`src/rtl/dm_access_ctrl_if.sv`:
```
// Request/response and data-memory signal bundle for the data-memory access controller.
// master: the controller view (takes requests, returns responses, drives the memory strobes).
// slave : the environment view (pipeline MEM stage issuing requests plus the data memory itself).
interface dm_access_ctrl_if #(
    parameter int ADDR_W = 12
);
    // request from MEM stage
    logic              req_valid;
    logic              req_ready;
    logic              req_we;
    logic [1:0]        req_size;
    logic              req_signed;
    logic [ADDR_W-1:0] req_addr;
    logic [31:0]       req_wdata;
    // response to MEM stage
    logic              rsp_valid;
    logic [31:0]       rsp_rdata;
    logic              rsp_err;
    // data-memory bus
    logic              dm_cs;
    logic              dm_rd;
    logic              dm_wr;
    logic [ADDR_W-1:0] dm_addr;
    logic [31:0]       dm_din;
    logic [31:0]       dm_dout;

    modport master (
        input  req_valid, req_we, req_size, req_signed, req_addr, req_wdata,
        output req_ready,
        output rsp_valid, rsp_rdata, rsp_err,
        output dm_cs, dm_rd, dm_wr, dm_addr, dm_din,
        input  dm_dout
    );

    modport slave (
        output req_valid, req_we, req_size, req_signed, req_addr, req_wdata,
        input  req_ready,
        input  rsp_valid, rsp_rdata, rsp_err,
        input  dm_cs, dm_rd, dm_wr, dm_addr, dm_din,
        output dm_dout
    );
endinterface

```
`src/rtl/dm_access_ctrl.sv`:
```
// Purpose: turns one byte/half/word load/store into word-aligned big-endian data-memory cycles (sub-word stores as read-modify-write).
// Latency: accept edge to rsp_valid = 1 (error), 2 (load, word store), 3 (byte/half store), plus RD_WAIT for any read phase.
// Backpressure: req_ready is high only in IDLE; one request in flight, next accept the cycle after rsp_valid.
//
// Ports: clk, reset_n (async, active-low) plus bus (dm_access_ctrl_if.master):
//   req_valid/req_ready/req_we/req_size/req_signed/req_addr/req_wdata  request in
//   rsp_valid/rsp_rdata/rsp_err                                        one-cycle response pulse
//   dm_cs/dm_rd/dm_wr/dm_addr/dm_din/dm_dout                           data-memory bus
module dm_access_ctrl #(
    parameter int ADDR_W  = 12,
    parameter int RD_WAIT = 0
) (
    input  logic                  clk,
    input  logic                  reset_n,
    dm_access_ctrl_if.master      bus
);

    typedef enum logic [2:0] {
        S_IDLE = 3'd0,
        S_RD   = 3'd1,
        S_WR   = 3'd2,
        S_RESP = 3'd3,
        S_ERR  = 3'd4
    } state_t;

    localparam logic [3:0] RD_LAST = 4'(RD_WAIT);

    state_t            state_q, state_d;
    logic [3:0]        cnt_q, cnt_d;
    logic              we_q, we_d;
    logic [1:0]        size_q, size_d;
    logic              sgn_q, sgn_d;
    logic [ADDR_W-1:0] addr_q, addr_d;
    logic [31:0]       wdata_q, wdata_d;
    logic [31:0]       word_q, word_d;

    logic              req_illegal;
    logic [7:0]        lane_b;
    logic [15:0]       lane_h;
    logic [31:0]       load_ext;
    logic [31:0]       merged;

    // Illegal size or misalignment is decided on the live request so the FSM can go straight to ERR.
    always_comb begin
        req_illegal = 1'b0;
        case (bus.req_size)
            2'b01:   req_illegal = bus.req_addr[0];
            2'b10:   req_illegal = (bus.req_addr[1:0] != 2'b00);
            2'b11:   req_illegal = 1'b1;
            default: req_illegal = 1'b0;
        endcase
    end

    // Next-state logic.
    always_comb begin
        state_d = state_q;
        cnt_d   = cnt_q;
        we_d    = we_q;
        size_d  = size_q;
        sgn_d   = sgn_q;
        addr_d  = addr_q;
        wdata_d = wdata_q;
        word_d  = word_q;

        case (state_q)
            S_IDLE: begin
                if (bus.req_valid) begin
                    we_d    = bus.req_we;
                    size_d  = bus.req_size;
                    sgn_d   = bus.req_signed;
                    addr_d  = bus.req_addr;
                    wdata_d = bus.req_wdata;
                    cnt_d   = 4'd0;
                    if (req_illegal) begin
                        state_d = S_ERR;
                    end else if (bus.req_we && bus.req_size == 2'b10) begin
                        // Full-word store needs no read of the old word.
                        state_d = S_WR;
                    end else begin
                        state_d = S_RD;
                    end
                end
            end
            S_RD: begin
                if (cnt_q == RD_LAST) begin
                    word_d  = bus.dm_dout;
                    cnt_d   = 4'd0;
                    state_d = we_q ? S_WR : S_RESP;
                end else begin
                    cnt_d = cnt_q + 4'd1;
                end
            end
            S_WR:    state_d = S_RESP;
            S_RESP:  state_d = S_IDLE;
            S_ERR:   state_d = S_IDLE;
            default: state_d = S_IDLE;
        endcase
    end

    always_ff @(posedge clk or negedge reset_n) begin
        if (!reset_n) begin
            state_q <= S_IDLE;
            cnt_q   <= 4'd0;
            we_q    <= 1'b0;
            size_q  <= 2'b00;
            sgn_q   <= 1'b0;
            addr_q  <= '0;
            wdata_q <= 32'd0;
            word_q  <= 32'd0;
        end else begin
            state_q <= state_d;
            cnt_q   <= cnt_d;
            we_q    <= we_d;
            size_q  <= size_d;
            sgn_q   <= sgn_d;
            addr_q  <= addr_d;
            wdata_q <= wdata_d;
            word_q  <= word_d;
        end
    end

    // Big-endian lane select and extension of the captured word.
    always_comb begin
        case (addr_q[1:0])
            2'd0:    lane_b = word_q[31:24];
            2'd1:    lane_b = word_q[23:16];
            2'd2:    lane_b = word_q[15:8];
            default: lane_b = word_q[7:0];
        endcase
        lane_h = addr_q[1] ? word_q[15:0] : word_q[31:16];
        case (size_q)
            2'b00:   load_ext = {{24{sgn_q & lane_b[7]}}, lane_b};
            2'b01:   load_ext = {{16{sgn_q & lane_h[15]}}, lane_h};
            default: load_ext = word_q;
        endcase
    end

    // Store merge: only the addressed lane(s) change, the rest of the old word is written back.
    always_comb begin
        merged = word_q;
        case (size_q)
            2'b00: begin
                case (addr_q[1:0])
                    2'd0:    merged[31:24] = wdata_q[7:0];
                    2'd1:    merged[23:16] = wdata_q[7:0];
                    2'd2:    merged[15:8]  = wdata_q[7:0];
                    default: merged[7:0]   = wdata_q[7:0];
                endcase
            end
            2'b01: begin
                if (addr_q[1]) merged[15:0]  = wdata_q[15:0];
                else           merged[31:16] = wdata_q[15:0];
            end
            default: merged = wdata_q;
        endcase
    end

    // All outputs decode from registered state, so an async reset kills dm_wr at once.
    always_comb begin
        bus.req_ready = (state_q == S_IDLE);
        bus.rsp_valid = (state_q == S_RESP) || (state_q == S_ERR);
        bus.rsp_err   = (state_q == S_ERR);
        bus.rsp_rdata = (state_q == S_RESP && !we_q) ? load_ext : 32'd0;
        bus.dm_cs     = (state_q == S_RD) || (state_q == S_WR);
        bus.dm_rd     = (state_q == S_RD);
        bus.dm_wr     = (state_q == S_WR);
        bus.dm_addr   = bus.dm_cs ? {addr_q[ADDR_W-1:2], 2'b00} : '0;
        bus.dm_din    = (state_q == S_WR) ? merged : 32'd0;
    end

endmodule
```
`src/flat_wrapper.sv`:
```
// flat-port wrapper written by rule: the top's interface ports become plain ports
module dm_access_ctrl_flat 
#(
    parameter int ADDR_W  = 12,
    parameter int RD_WAIT = 0
)
  (clk, reset_n, bus_req_valid, bus_req_we, bus_req_size, bus_req_signed, bus_req_addr, bus_req_wdata, bus_req_ready, bus_rsp_valid, bus_rsp_rdata, bus_rsp_err, bus_dm_cs, bus_dm_rd, bus_dm_wr, bus_dm_addr, bus_dm_din, bus_dm_dout);
  dm_access_ctrl_if #(.ADDR_W(ADDR_W)) bus_i ();
  input  logic clk;
  input  logic reset_n;
  input wire logic [$bits(bus_i.req_valid)-1:0] bus_req_valid;
  input wire logic [$bits(bus_i.req_we)-1:0] bus_req_we;
  input wire logic [$bits(bus_i.req_size)-1:0] bus_req_size;
  input wire logic [$bits(bus_i.req_signed)-1:0] bus_req_signed;
  input wire logic [$bits(bus_i.req_addr)-1:0] bus_req_addr;
  input wire logic [$bits(bus_i.req_wdata)-1:0] bus_req_wdata;
  output wire logic [$bits(bus_i.req_ready)-1:0] bus_req_ready;
  output wire logic [$bits(bus_i.rsp_valid)-1:0] bus_rsp_valid;
  output wire logic [$bits(bus_i.rsp_rdata)-1:0] bus_rsp_rdata;
  output wire logic [$bits(bus_i.rsp_err)-1:0] bus_rsp_err;
  output wire logic [$bits(bus_i.dm_cs)-1:0] bus_dm_cs;
  output wire logic [$bits(bus_i.dm_rd)-1:0] bus_dm_rd;
  output wire logic [$bits(bus_i.dm_wr)-1:0] bus_dm_wr;
  output wire logic [$bits(bus_i.dm_addr)-1:0] bus_dm_addr;
  output wire logic [$bits(bus_i.dm_din)-1:0] bus_dm_din;
  input wire logic [$bits(bus_i.dm_dout)-1:0] bus_dm_dout;
  assign bus_i.req_valid = bus_req_valid;
  assign bus_i.req_we = bus_req_we;
  assign bus_i.req_size = bus_req_size;
  assign bus_i.req_signed = bus_req_signed;
  assign bus_i.req_addr = bus_req_addr;
  assign bus_i.req_wdata = bus_req_wdata;
  assign bus_req_ready = bus_i.req_ready;
  assign bus_rsp_valid = bus_i.rsp_valid;
  assign bus_rsp_rdata = bus_i.rsp_rdata;
  assign bus_rsp_err = bus_i.rsp_err;
  assign bus_dm_cs = bus_i.dm_cs;
  assign bus_dm_rd = bus_i.dm_rd;
  assign bus_dm_wr = bus_i.dm_wr;
  assign bus_dm_addr = bus_i.dm_addr;
  assign bus_dm_din = bus_i.dm_din;
  assign bus_i.dm_dout = bus_dm_dout;
  dm_access_ctrl #(.ADDR_W(ADDR_W), .RD_WAIT(RD_WAIT)) u_core (.clk(clk), .reset_n(reset_n), .bus(bus_i));
endmodule
```
`config.mk`:
```
export PLATFORM = sky130hd
export DESIGN_NAME = dm_access_ctrl_flat
export DESIGN_NICKNAME = d
export VERILOG_FILES = /design/src/rtl/dm_access_ctrl_if.sv /design/src/rtl/dm_access_ctrl.sv /design/src/flat_wrapper.sv
export SDC_FILE = /design/constraint.sdc
export NUM_CORES = 1
export LEC_CHECK = 0
export BUFFER_PORTS_ARGS = -buffer_cell sky130_fd_sc_hd__buf_2
export CAP_MARGIN = 20
export CORE_ASPECT_RATIO = 0.5
export CORE_MARGIN = 2
export CORE_UTILIZATION = 46
export CTS_BUF_LIST = sky130_fd_sc_hd__clkbuf_4 sky130_fd_sc_hd__clkbuf_8
export DETAILED_ROUTE_END_ITERATION = 8
export GPL_TIMING_DRIVEN = 0
export PLACE_DENSITY = 0.83
export SKIP_LAST_GASP = 1
export SLEW_MARGIN = 5
export SYNTH_ARGS = -nofsm -noshare
export SYNTH_HDL_FRONTEND = slang
export SYNTH_SLANG_ARGS = --single-unit
```
`constraint.sdc`:
```
create_clock -name clk -period 3.15 [get_ports clk]
set_clock_uncertainty 0.1 [all_clocks]
set_input_delay 0.4725 -clock clk [delete_from_list [all_inputs] [get_ports clk]]
set_output_delay 0.4725 -clock clk [all_outputs]
set_load 0.03 [all_outputs]
```
==> summary.md, run 1 <==
| Metric | Value |
|---|---|
| CTS Sinks | 87 |
| Die area | 12700 um^2 |
| Post-Place Setup Slack | approximately 600 ps |
| Hold EP | u_core.wdata_q[30] |
| Slowest stage cell, crit path | dfrtp_1 |
| Number of global-route vias before repair | approximately 4800 |
| Total core area | between 10000 and 15000 um^2 |
| Fmax | between 0.3 and 0.4 GHz |
| HPWL after DPL | about 12 mm |
| Async S/R FF share, synth | 100% |
| Worst R2R Start | u_core.state_q[1] |
| First-pass GRT wire length | 25.0 mm |
| CTS tree | built |
| # DRC | 0 |
| IO Pins | between 150 and 200 |
| Post-Layout Inst Area | around 6700 um^2 |
| Critical path class | flip-flop to output port |
| Setup WS post-layout | 139 ps |
| Post-synth EDFFs | 0 |
| Highest metal layer with signal wires | met4 |
| Worst-margin pin slew | 621 ps |
| Crit path time final | 3010 ps |
| Synth unique cells | 52 |
| RSZ-0062 raised after global routing | false |
| Highest net fanout along the worst path | 10 |
| DR vias | between 4000 and 5000 |
| CTS root buf | clkbuf_8 |
| Startpoint Class | flip-flop |
| DR WL met3 | around 1.8 mm |
| Sw frac | around 47% |
| Nets@finish | 774 |
| Fin. max-slew vios | 0 |
| Die Wd | 157 um |
| Slowest Stage Delay on Critical Path | 460 ps |
| Post-route insts no fill | between 800 and 900 |
| DRT Wirelength | between 15 and 20 mm |
| VDD IR-drop max | 0.400 mV |
| Final core utilization | between 50% and 60% |
| Port bufs | between 150 and 200 |
| Static Leakage | ~3.2 nW |
| Area Growth Syn to Fin | 23.6% |
| Most used DFF post-synth | dfrtp_1 |
| Initial antenna violation count | 1 |
| Layout cells sized above 1 | ~47% |
| CP Data Required Time | approximately 2600 ps |
| Mean routed wirelength per cell | about 19 um |
| Clock Latency Late Sink | 370 ps |
| YS warnings | 0 |
| Post-route antenna net violation count | 0 |
| Pin count of the biggest net entering global routing | 49 |
| Worst Setup SP | u_core.size_q[0] |
| Clock network power share | 11.1% |
| Status | finished, final reports clean |
| Hold path depth | 3 |
| R2r worst-path depth | 4 |
| Post-Syn Area | 5390 um^2 |
| Worst Path Arrival | about 2400 ps |
| GR Util All Layers | approximately a quarter |
| Initial Util | between 40% and 50% |
| Fin Hold WS | around 210 ps |
| Hold Startpoint | bus_req_wdata[30] |
| Clock buffer depth | 2 |
| Clk slew on worst S/H paths | around 90 ps |
| Final global-route overflow total | 0 |
| Internal power | just over 4 mW |
| Reg power frac | 31.8% |
| Setup_tns | 0 ps |
| CP Capture Type | output port |
| Crit Reg-Reg Endpoint | u_core.addr_q[0] |
| Dpl cell area | between 6000 and 7000 um^2 |
| Final hold vios | 0 |
| Setup Viol. Count Final | 0 |
| Die Ht | 80.6 um |
| Avg Synthesized Cell Area | ~11 um^2 |
| Num CTS Buffers | 9 |
| Cell count after synthesis | between 500 and 600 |
| Reg2reg setup slack | around 1200 ps |
| Max-cap violations | 0 |
| Wl on met1 | just under 7 mm |
| Routed vias/inst | between 5 and 6 |
| Post-CTS Setup Bufs | 0 |
| Final cycle utilization of the critical path | 95.6% |
| Row Count | 27 |
| Maximum level of the CTS H-tree | 3 |
| GPL Wtd Cong | 0.955 |
| Combinational Power Share | 57.2% |
| Sequential area share after synthesis | 40.4% |
| Initial drt markers | roughly 590 |
| Fill cells | 923 |
| Pre-antenna DRT Iters | 6 |
| PD cells | about 1200 nW/um^2 |
| Crit path cell chain | clkbuf_1, nor2_1, clkbuf_1, nand2_1, a21oi_1, buf_2 |
| Crit-path most repeated cell | clkbuf_1 |
| Metal2 WL | 7.53 mm |
| Yosys reg bits | 87 |
| Total power | approximately 7.7 mW |
| Max-slew headroom | a little under 60% |
| Hold crit path type | input pin to flip-flop |
| # placed instances | about 840 |
| Net Sw Power | ~3.6 mW |
[cells in the mapped netlist (11+ instances only)]
master | count | share of area [%]
nand2_1 | 35 | 2.4
clkbuf_1 | 15 | 1.0
nor3_1 | 15 | 1.4
a21oi_1 | 44 | 4.1
mux2_2 | 73 | 15
dfrtp_1 | 87 | 40
and2_1 | 11 | 1.3
a22oi_1 | 17 | 2.4
o21ai_0 | 41 | 3.8
nor2_1 | 24 | 1.7
buf_2 | 17 | 1.6
mux2_4 | 30 | 8.4
[placed cells by master (no fill, tap or decap), types with 2 or more instances in the layout]
cell type,instances
buf_6,2
o211a_1,7
a221oi_1,8
nor3_1,15
buf_12,3
clkbuf_1,15
inv_1,6
buf_2,178
o22ai_1,8
a22o_1,8
nor3_2,4
ha_1,2
o221ai_1,8
a21oi_1,44
nor2_1,23
nand2_1,35
nor2b_1,4
o21ai_0,41
nand2b_1,2
conb_1,2
clkbuf_8,10
nor2_2,2
a22oi_1,17
or2_2,2
buf_4,5
dfrtp_1,87
inv_6,3
o21a_1,3
and2_1,11
mux2_2,73
nor3b_1,2
mux2i_1,8
mux2_4,30
[critical path, delay by kind of cell, from the launching register on]
family,cells,cell delay [ps]
flip-flops,1,460
buffers and inverters,3,920
AO/OA/AOI/OAI,1,220
AND/OR/NAND/NOR,2,470
[registers in the layout (all words and copies together) (netlist names)]
register,count
u_core.size_q,2
u_core.addr_q,12
u_core.cnt_q,4
u_core.word_q,32
u_core.wdata_q,32
u_core.sgn_q,1
u_core.we_q,1
u_core.state_q,3
[worst max path at each step]
stage / end / slack, ps / cells after the start
2_1_floorplan: bus_rsp_rdata[23] / 620 / 7
3_3_place_gp: bus_dm_din[29] / 620 / 7
3_5_place_dp: bus_dm_din[29] / 600 / 7
4_1_cts: bus_dm_din[29] / 180 / 7
5_1_grt: bus_dm_din[14] / 20 / 6
6_report: bus_dm_din[14] / 140 / 6
[power groups by stage]
stage                     sequential [mW]  clock, mW  combinational (mW)
final                                2.45      0.853                4.40
after global routing                 2.49      0.906                4.72
after CTS                            2.40      0.860                4.36
after detailed placement             2.41          0                4.34
after global placement               2.39          0                4.22
after floorplan                      2.07          0                3.46
[area by class of cell]
| class | instances | area, um^2 | area share, % |
|---|---|---|---|
| multi-input cells | 375 | 2920 | 43.8 |
| flip-flops and latches | 87 | 2180 | 32.7 |
| repair buffers | 164 | 851 | 12.8 |
| plain buffers | 43 | 263 | 3.94 |
| well taps | 159 | 199 | 2.99 |
| clock buffers | 10 | 138 | 2.07 |
| clock inverters | 6 | 75.1 | 1.13 |
| inverters | 9 | 38.8 | 0.582 |
| diodes | 1 | 2.50 | 0.0376 |
[cell families (layout without fill, tap and decap cells)]
| family | after synthesis | after routing | synth area share (%) |
|---|---|---|---|
| compound gates | 149 | 149 | 17.5 |
| xor+xnor | 1 | 1 | 0.162 |
| fa+ha+maj | 2 | 2 | 0.464 |
| buf+inv | 52 | 232 | 5.59 |
| flops | 87 | 87 | 40.4 |
| mux | 111 | 111 | 25.1 |
| other cells | 1 | 3 | 0.0696 |
| simple gates | 110 | 110 | 10.8 |
[layer usage]
metal	GRT usage [%]	up-vias
li1	-	2226
met4	10.3	0
met1	34.3	2341
met3	7.34	51
met5	0	-
met2	41.3	294
[timing repair]
item | CTS | global route
setup endpoints to repair | 0 | 1
hold buffers | 1 | 0
gates resized for setup | 0 | 1
endpoints found under the hold margin | 20 | 0
Power figures use the tool's default switching activity.
==> run 2: changes to the inputs <==
CORE_UTILIZATION = 36   (was 46)
PLACE_DENSITY = 0.69   (was 0.83)
clock period = 3.7 ns   (was 3.15 ns; I/O delays follow)
==> summary.md, run 2 (synthesis gave the netlist of run 1 again) <==
| Metric | Value |
|---|---|
| Status | finished, final reports clean |
| Pre-antenna DRT Iters | 5 |
| Largest registers | u_core.wdata_q: 32 flops, u_core.word_q: 32 flops, u_core.addr_q: 12 flops |
| CTS tree | built |
| DRT Wirelength | approximately 17 mm |
| Max-slew headroom | between 50 and 60% |
| Worst R2R Start | u_core.state_q[1] |
| Worst Path Arrival | about 2500 ps |
| GR Util All Layers | a little over a fifth |
| Layout cells sized above 1 | between 40% and 50% |
| Highest net fanout along the worst path | 10 |
| CP Capture Type | output port |
| Commonest cells after routing, fill and taps aside | buf_2, dfrtp_1, mux2_2 |
| Static Leakage | between 3 and 4 nW |
| Commonest non-fill, non-tap cell in the layout | buf_2 |
| Setup Viol. Count Final | 0 |
| Post-CTS Setup Bufs | 0 |
| Nets@finish | ~770 |
| Total power | roughly 6.5 mW |
| Num CTS Buffers | 9 |
| DR vias | 4869 |
| Area taken by flip-flops and latches | around 2200 um^2 |
| Maximum level of the CTS H-tree | 3 |
| Hold-fix buffers, CTS | 0 |
| Startpoint Class | flip-flop |
| Final global-route overflow total | 0 |
| Routed vias/inst | 5.46 |
| Initial antenna violation count | 1 |
| Pin count of the biggest net entering global routing | 50 |
| Area Growth Syn to Fin | 23.9% |
| Hold crit path type | input pin to asynchronous set/reset pin |
| Antenna Cells | 0 |
| # DRC | 0 |
| Fill cells | roughly 1400 |
| CP Data Required Time | between 3000 and 4000 ps |
| Final cycle utilization of the critical path | a little under nine tenths |
| Row Count | 31 |
| IO Pins | approximately 170 |
| Worst-margin pin slew | approximately 650 ps |
| Die Ht | just over 90 um |
| Post-cts gate resize count | 0 |
| Die area | between 15000 and 20000 um^2 |
| RSZ-0062 raised after global routing | false |
| GPL Wtd Cong | between 0.9 and 1 |
| CTS root buf | clkbuf_8 |
| HPWL after DPL | approximately 13 mm |
| CTS Sinks | just under 90 |
| Clock Latency Late Sink | 370 ps |
| Clk slew on worst S/H paths | around 90 ps |
| Initial drt markers | roughly 460 |
| Port bufs | between 150 and 200 |
| Number of global-route vias before repair | between 4000 and 5000 |
| Mean routed wirelength per cell | ~19 um |
| Final hold vios | 0 |
| Setup_tns | 0 ps |
| Worst Setup SP | u_core.addr_q[1] |
| Total core area | about 15000 um^2 |
| Multi-input logic area | ~2900 um^2 |
| Crit path cell chain | clkbuf_2, buf_2, nor2_1, a22oi_1, o21ai_0, o211a_1, buf_2 |
| Crit-path most repeated cell | buf_2 |
| Crit path time final | about 3200 ps |
| Max-cap violations | 0 |
| First-pass GRT wire length | ~26 mm |
| Slowest stage cell, crit path | nor2_1 |
| Post-route antenna net violation count | 0 |
| Fmax | 0.315 GHz |
| Initial Util | a little under two fifths |
| Clock buffer depth | 2 |
| PD cells | between 900 and 1000 nW/um^2 |
| VDD IR-drop max | roughly 0.3 mV |
| Die Wd | 177 um |
| Critical path class | flip-flop to output port |
| Slowest Stage Delay on Critical Path | between 400 and 500 ps |
| Fin. max-slew vios | 0 |
## run 2: changes by cell type in the layout (fill, tap and decap cells not counted), sizes merged
cell         previous run  this run
inv                    11         9
clkinvlp                1         4
clkinv                  2         1
dlygate4sd3             1         0
diode                   1         0
## run 2: per-layer routing
| layer | GRT usage, % | part of all wire, % |
|---|---|---|
| met5 | 0 | 0.077 |
| met4 | 5.99 | 2.0 |
| met3 | 4.21 | 7.5 |
| met2 | 34.2 | 48 |
| met1 | 28.0 | 43 |
## run 2: path summary, 6_finish.rpt
path                                       to  slack [ps]  depth (start not counted)
max                            bus_dm_din[28]         520                          7
min                         u_core.state_q[2]          90                          1
max reg2reg                u_core.wdata_q[26]        1690                          4
min reg2reg                  u_core.addr_q[9]         410                          1
max in group asynchronous   u_core.word_q[26]        2780                          2
min in group clk                 u_core.sgn_q         290                          3
## run 2: stage by stage
stage	cells	setup WS (ps)	cell area [um^2]	util, %	hold slack (ps)
after floorplan	514	1090	5400	-	159
after global placement	874	1020	6450	44.4	381
after detailed placement	875	1000	6480	44.5	387
after CTS	891	573	6680	45.9	103
after global routing	891	431	6680	45.9	123
final	891	522	6680	45.9	89.2
## run 2: area by class of cell
cell class | instances | area share [%]
multi-input combinational | 375 | 43.6
sequential | 87 | 32.6
timing repair buffer | 163 | 12.5
buffer | 43 | 3.93
tap | 198 | 3.71
clock buffer | 10 | 2.06
clock inverter | 6 | 1.03
inverter | 9 | 0.580
## run 2: where the power goes
part | total, mW | switching, mW | internal, mW
Sequential | 2.06 | 0.637 | 1.42
Combinational | 3.75 | 2.03 | 1.72
Clock | 0.702 | 0.369 | 0.332
Total | 6.51 | 3.03 | 3.47
## run 2: critical path: cells and delay by family (launching register included)
| kind | cells | cell delay (ps) |
|---|---|---|
| DFF | 1 | 370 |
| buffers and inverters | 3 | 580 |
| and+or+nand+nor | 1 | 480 |
| AOI/OAI and AO/OA | 3 | 700 |
